$ cat config.mk
export PLATFORM = sky130hd
export DESIGN_NAME = fetch_stage
export DESIGN_NICKNAME = d
export VERILOG_FILES = /design/src/rtl/fetch_stage.sv
export SDC_FILE = /design/constraint.sdc
export NUM_CORES = 1
export LEC_CHECK = 0
export BUFFER_PORTS_ARGS = -buffer_cell sky130_fd_sc_hd__clkbuf_2
export CAP_MARGIN = 30
export CORE_ASPECT_RATIO = 1.25
export CORE_MARGIN = 8
export CORE_UTILIZATION = 48
export DETAILED_ROUTE_END_ITERATION = 16
export GPL_TIMING_DRIVEN = 1
export PLACE_DENSITY_LB_ADDON = 0.1
export SETUP_SLACK_MARGIN = 0.02
export SYNTH_ARGS = -nofsm -noshare
export SYNTH_HDL_FRONTEND = slang
export SYNTH_SLANG_ARGS = --single-unit
$ cat constraint.sdc
create_clock -name clk -period 2 [get_ports clk]
set_input_delay 0.2 -clock clk [delete_from_list [all_inputs] [get_ports clk]]
set_output_delay 0.2 -clock clk [all_outputs]
set_load 0.03 [all_outputs]
$ cat src/rtl/fetch_stage.sv
// ---------------------------------------------------------------------------
// fetch_stage
//
// Instruction-fetch stage of the five-stage MIPS pipeline. Owns the
// architectural fetch PC and the IF/ID pipeline register. Each edge it loads
// the next PC chosen by the ID-stage next-PC logic. It flags fetch address
// errors (AdEL) and inserts bubbles on exception entry and eret. It holds on
// interlock stalls.
//
// Ports
//   clk        in   1   system clock, rising-edge active
//   reset      in   1   synchronous active-high reset
//   stall      in   1   hazard interlock; holds F_PC and IF/ID
//   req        in   1   CP0 exception/interrupt request; fetch EXC_ENTRY
//   PCnxt      in  32   next fetch address from ID-stage next-PC logic
//   nxtBD      in   1   instruction now in IF is a delay slot
//   flush      in   1   eret in ID; instruction now in IF is wrong-path
//   IM_instr   in  32   instruction memory read data for F_PC
//   F_PC       out 32   current fetch PC
//   D_instr    out 32   IF/ID instruction
//   D_PC       out 32   IF/ID PC
//   D_BD       out  1   IF/ID delay-slot flag
//   D_excCode  out  5   IF/ID exception code (0 none, 4 AdEL)
// ---------------------------------------------------------------------------
module fetch_stage #(
    parameter logic [31:0] RESET_PC  = 32'h0000_3000,
    parameter logic [31:0] EXC_ENTRY = 32'h0000_4180,
    parameter logic [31:0] IM_BASE   = 32'h0000_3000,
    parameter logic [31:0] IM_TOP    = 32'h0000_6ffc
) (
    input  logic        clk,
    input  logic        reset,
    input  logic        stall,
    input  logic        req,
    input  logic [31:0] PCnxt,
    input  logic        nxtBD,
    input  logic        flush,
    input  logic [31:0] IM_instr,
    output logic [31:0] F_PC,
    output logic [31:0] D_instr,
    output logic [31:0] D_PC,
    output logic        D_BD,
    output logic [4:0]  D_excCode
);

    localparam logic [4:0] EXC_NONE = 5'd0;
    localparam logic [4:0] EXC_ADEL = 5'd4;

    logic [31:0] f_pc_q,    f_pc_d;
    logic [31:0] d_instr_q, d_instr_d;
    logic [31:0] d_pc_q,    d_pc_d;
    logic        d_bd_q,    d_bd_d;
    logic [4:0]  d_exc_q,   d_exc_d;

    logic        f_adel_s;
    logic [31:0] f_instr_s;
    logic [4:0]  f_exc_s;

    // Fetch address check and the word/exception code handed to IF/ID.
    always_comb begin
        f_adel_s  = (f_pc_q[1:0] != 2'b00) || (f_pc_q < IM_BASE) || (f_pc_q > IM_TOP);
        f_instr_s = IM_instr;
        f_exc_s   = EXC_NONE;
        if (f_adel_s) begin
            // A faulting fetch must not leak memory data into decode.
            f_instr_s = 32'h0000_0000;
            f_exc_s   = EXC_ADEL;
        end else begin
            f_instr_s = IM_instr;
            f_exc_s   = EXC_NONE;
        end
    end

    // Next-state selection: req > stall > flush > normal advance.
    always_comb begin
        f_pc_d    = f_pc_q;
        d_instr_d = d_instr_q;
        d_pc_d    = d_pc_q;
        d_bd_d    = d_bd_q;
        d_exc_d   = d_exc_q;
        if (req) begin
            f_pc_d    = EXC_ENTRY;
            d_instr_d = 32'h0000_0000;
            d_pc_d    = EXC_ENTRY;
            d_bd_d    = 1'b0;
            d_exc_d   = EXC_NONE;
        end else if (stall) begin
            // Hold everything; an eret stalled on an EPC hazard waits here.
            f_pc_d    = f_pc_q;
            d_instr_d = d_instr_q;
            d_pc_d    = d_pc_q;
            d_bd_d    = d_bd_q;
            d_exc_d   = d_exc_q;
        end else if (flush) begin
            // Bubble carries the EPC target as its PC.
            f_pc_d    = PCnxt;
            d_instr_d = 32'h0000_0000;
            d_pc_d    = PCnxt;
            d_bd_d    = 1'b0;
            d_exc_d   = EXC_NONE;
        end else begin
            // Bad PCs are latched unchanged; the error travels as excCode.
            f_pc_d    = PCnxt;
            d_instr_d = f_instr_s;
            d_pc_d    = f_pc_q;
            d_bd_d    = nxtBD;
            d_exc_d   = f_exc_s;
        end
    end

    // PC and IF/ID register with synchronous reset.
    always_ff @(posedge clk) begin
        if (reset) begin
            f_pc_q    <= RESET_PC;
            d_instr_q <= 32'h0000_0000;
            d_pc_q    <= 32'h0000_0000;
            d_bd_q    <= 1'b0;
            d_exc_q   <= EXC_NONE;
        end else begin
            f_pc_q    <= f_pc_d;
            d_instr_q <= d_instr_d;
            d_pc_q    <= d_pc_d;
            d_bd_q    <= d_bd_d;
            d_exc_q   <= d_exc_d;
        end
    end

    assign F_PC      = f_pc_q;
    assign D_instr   = d_instr_q;
    assign D_PC      = d_pc_q;
    assign D_BD      = d_bd_q;
    assign D_excCode = d_exc_q;

endmodule

-- Word level (Yosys, flattened, before mapping)
Cells that the tools add are included.
- register bits after elaboration: 102
- word-level logic and storage cells: 24
- output and inout bits: 102
- input port bits: 70
- magnitude comparators: 2
- mux-type cells: 10
- equal/unequal tests: 1
- reductions and logical operators: 4
- operator list (kind ; number):
    32-bit two-way mux ; 3
    15-bit two-way mux ; 4
    32-bit by 15-bit greater-than comparator with 1-bit output (second input constant) ; 1
    32-bit by 14-bit < comparator with 1-bit output (second input constant) ; 1
    5-bit two-way mux ; 1
    3-bit two-way mux ; 1
    1-bit logical OR ; 2
    2-bit by 1-bit inequality test with 1-bit output (second input constant) ; 1
    2-bit nonzero test ; 1
    2-bit OR reduction ; 1
    1-bit two-way mux ; 1

-- Depth between registers and ports, before layout
- depth in word-level cells: 5
- mapped depth: 6
- gate-level depth less buffers: 4

-- Least setup slack after synthesis
Ideal clock, no wire load.
- path type: register -> register
- start point: reg f_pc_q[31], in the netlist F_PC[31]
- end point: reg d_instr_q[23], in the netlist D_instr[23]
- data required time: 1933 ps
- clock period less this slack: 1738 ps
- setup time: 67 ps
- cell stages (with the launch flop): 6
- setup slack: 262 ps
- arrival: 1671 ps
- path buffers: 1
- cell sequence: dfxtp_1 > or4_4 > nor3_4 > nand4_4 > buf_6 > o21ai_2
- word-level cells in the longest chain between the ends: 5
- elaborated cells on any way between the ends: 6
- classes of those cells: order compare: 2; mux: 2; reduce/logical: 2
- RTL lines (item ; RTL line ; text):
    from (decl) ; 49 ; logic [31:0] f_pc_q, f_pc_d;
    from (signal assigned) ; 120 ; f_pc_q <= f_pc_d;
    32-bit by 14-bit < comparator with 1-bit output ; 61 ; f_adel_s = (f_pc_q[1:0] != 2'b00) || (f_pc_q < IM_BASE) || (f_pc_q > IM_TOP);
    1-bit logical OR ; 61 ;
    1-bit logical OR (*) ; 61 ;
    32-bit two-way mux (*) ; 64 ; if (f_adel_s) begin
    32-bit two-way mux (*) ; 94 ; end else if (flush) begin
    to (signal assigned) ; 121 ; d_instr_q <= d_instr_d;
    to (decl) ; 50 ; logic [31:0] d_instr_q, d_instr_d;
Mark *: on every way between the ends. The rest lies on a longest branch, timed or not.
A chain may end at the register's enable or synchronous reset.

-- Final worst setup path
- start point: reg f_pc_q[31], in the netlist F_PC[31]
- end point: reg d_instr_q[0], in the netlist D_instr[0]
The elaborated chain is that of the path after synthesis.

==> impl_metrics.tcl <==
set metrics [dict create \
    die_w_um 99.6 \
    finalInstanceArea_um2 5310 \
    wl_mm 11.0 \
    nets 667 \
    synth_top_cell_by_area "dfxtp_1" \
    fin_tns_setup_ns 0 \
    worstHoldPathCells 3 \
    hp-start "IM_instr[10]" \
    clock_latency_ns 0.36 \
    cts_htree_levels 3 \
    grt_pass1_wl_mm 17.7 \
    drc 0 \
    max-slew-margin-rel 0.622 \
    syn_inst 448 \
    critPathMaxStageDelay_ns 0.57 \
    worst_hold_path_type "input pin to register" \
    synth_cell_types 30 \
    nFillCells 800 \
    pre_cts_ws_ns 0.284 \
    cts_resized 0 \
    synthArstFlopShare 0 \
    start_kind "register" \
    path_depth 5 \
    drt-pass1-iter-count 4 \
    slew_violations 0 \
    synth-seq-cells 98 \
    io_buffers 167 \
    min_period_over_period 0.867 \
    critical-path-top-delay-family "simple AND/OR/NAND/NOR gates" \
    synthFlopType "dfxtp_1" \
    clock-sinks 98 \
    cts_buffers 9 \
    layout-drive-gt1-share 0.385 \
    synth_edf_count 0 \
    yosysTopAreaCellShare 0.468 \
    powerDensity_nw_per_um2 738 \
    whs_ns 0.0825 \
    grt_overflow 0 \
    min_to "D_instr[10]" \
    syn-cell-area_um2 4190 \
    r2r_setup_slack_ns 0.27 \
    initial_core_util 0.487 \
    maxCapViolations 0 \
    power_frac_seq 0.520 \
    setup_viol 0 \
    worstSetupPathType "register to register" \
    fin_crit_ns 1.73 \
    irDropWorstVdd_mv 0.596 \
    rows 38 \
    placed_area_um2 5110 \
    clock_skew_ns 0.0101 \
    clockBufferDepth 2 \
    rsz0062_at_grt "no" \
    setup_ws_ns 0.265 \
    place_congestion 0.751 \
    syn-mean-instance-area_um2 9.35 \
    ios 172 \
    place_hpwl_mm 8.26 \
    clk_pin_slew_ns 0.10 \
    ys_seq_area_frac 0.468 \
    fmaxAchievable_ghz 0.576 \
    grt_antenna_before_repair 0 \
    area_delta_synth_final_pct 26.7 \
    via_per_inst 4.98 \
    path_cells "or4_4, nor3_4, nand4_4, buf_12, o21ai_0" \
    dp_cells 706 \
    status "complete, no violations" \
    routedWlPerCell_um 15.2 \
    clockPowerShare 0.324 \
    core_area_um2 8610 \
    sw_frac_of_total 0.273 \
    grt_pass1_vias 3585 \
    crit_path_max_fanout 32 \
    hold_buffers 0 \
    worst_pin_slew_ns 0.567 \
    drt_iter0_drc 115 \
    die_area_um2 12000 \
    critPathSlowestCell "or4_4" \
    r2r_start "F_PC[31]" \
    worstRegToRegCells 5 \
    grt_max_degree 65 \
    p_comb_frac 0.156 \
    stdcell_count 722 \
    drtAntennaViolNets 0 \
    die_y_um 120 \
    p_sw_mw 1.07 \
    root_buffer "clkbuf_8" \
    synthTopCellsByArea "dfxtp_1 47%, mux2i_1 15%, nor2_1 7.9%" \
    startpoint "F_PC[31]" \
    cp-end-kind "register" \
    diodes 0 \
    worstPathArrival_ns 2.02 \
    p_leak_nw 2.47 \
    hold_violations 0 \
    r2r-end "D_instr[0]" \
    yosysWarningCount 0 \
    cts_tree "built" \
    grt_usage 0.181 \
    vias 3592 \
    post_cts.repair.setup_buffers 0 \
    cp.required_ns 2.28 \
    critPathBufInv 1 \
    p_int_mw 2.85 \
]
==> how the worst max path moves through the flow <==
stage                  endpoint  slack [ns]
floorplan           D_instr[23]        0.26
global placement     D_instr[0]        0.32
detailed placement   D_instr[0]        0.28
CTS                  D_instr[0]        0.26
global route         D_instr[0]        0.15
finish               D_instr[0]        0.27
==> layout by cell type, fill, tap and decap left out, drive strengths merged, types with 2 or more instances in the layout <==
master	instances
clkbuf	178
dfxtp	98
nor2	88
mux2i	64
a21oi	35
nand3b	32
nand3	32
o21ai	32
buf	13
conb	4
mux2	3
or4	3
nor3	3
o21bai	2
nor4	2
nand4	2
clkinv	2
==> through the flow <==
step | utilization | total power, mW
2_1_floorplan | - | 2.50
3_3_place_gp | 0.594 | 2.69
3_5_place_dp | 0.594 | 2.70
4_1_cts | 0.617 | 3.96
5_1_grt | 0.617 | 4.10
6_report | 0.617 | 3.92
==> kinds of logic (layout without fill, tap and decap cells) <==
group | count (synthesis) | count (layout) | synth area share
flops | 98 | 98 | 0.468
other cells | 1 | 4 | 0.000895
compound gates | 71 | 71 | 0.115
mux | 67 | 67 | 0.161
simple gates | 165 | 165 | 0.201
buf+inv | 45 | 196 | 0.0517
xor+xnor | 1 | 1 | 0.00209
==> metal layers <==
layer / global-route usage / vias up / part of all wire
li1: - / 1836 / -
met4: 0.0522 / 0 / 0.012
met2: 0.314 / 98 / 0.50
met5: 0 / - / 0
met3: 0.0753 / 9 / 0.082
met1: 0.197 / 1649 / 0.41
==> synth_stat cells, drive strengths merged, types with 3 or more instances <==
| cell | n |
|---|---|
| dfxtp | 98 |
| nor3 | 3 |
| or4 | 3 |
| mux2 | 3 |
| clkbuf | 23 |
| a21oi | 35 |
| buf | 21 |
| nand3b | 32 |
| o21ai | 32 |
| nand3 | 32 |
| mux2i | 64 |
| nor2 | 88 |
==> final cells by class <==
cell class | count | area, um2 | share of cell area
multi-input cells | 308 | 2030 | 0.382
well taps | 120 | 150 | 0.0283
clock inverters | 4 | 51.3 | 0.00967
clock buffers | 12 | 145 | 0.0273
inverters | 1 | 3.75 | 0.000707
flip-flops and latches | 98 | 1960 | 0.370
repair buffers | 179 | 966 | 0.182
==> registers in the layout, summed over array words and instances, names as in the netlist <==
register and count:
D_excCode 1, D_BD 1, F_PC 32, D_instr 32, D_PC 32
==> power groups by stage <==
stage | registers, mW | logic, mW | clock network [mW]
after floorplan | 2.18 | 0.323 | 0
after global placement | 2.08 | 0.608 | 0
after detailed placement | 2.08 | 0.615 | 0
after CTS | 2.04 | 0.617 | 1.31
after global routing | 2.05 | 0.663 | 1.39
final | 2.04 | 0.609 | 1.27
==> tightest hold or removal path, stage by stage <==
cell      delay (ns)
clkbuf_2        0.08
nand3b_1        0.08
o21ai_2         0.05
Power figures use the tool's default switching activity.
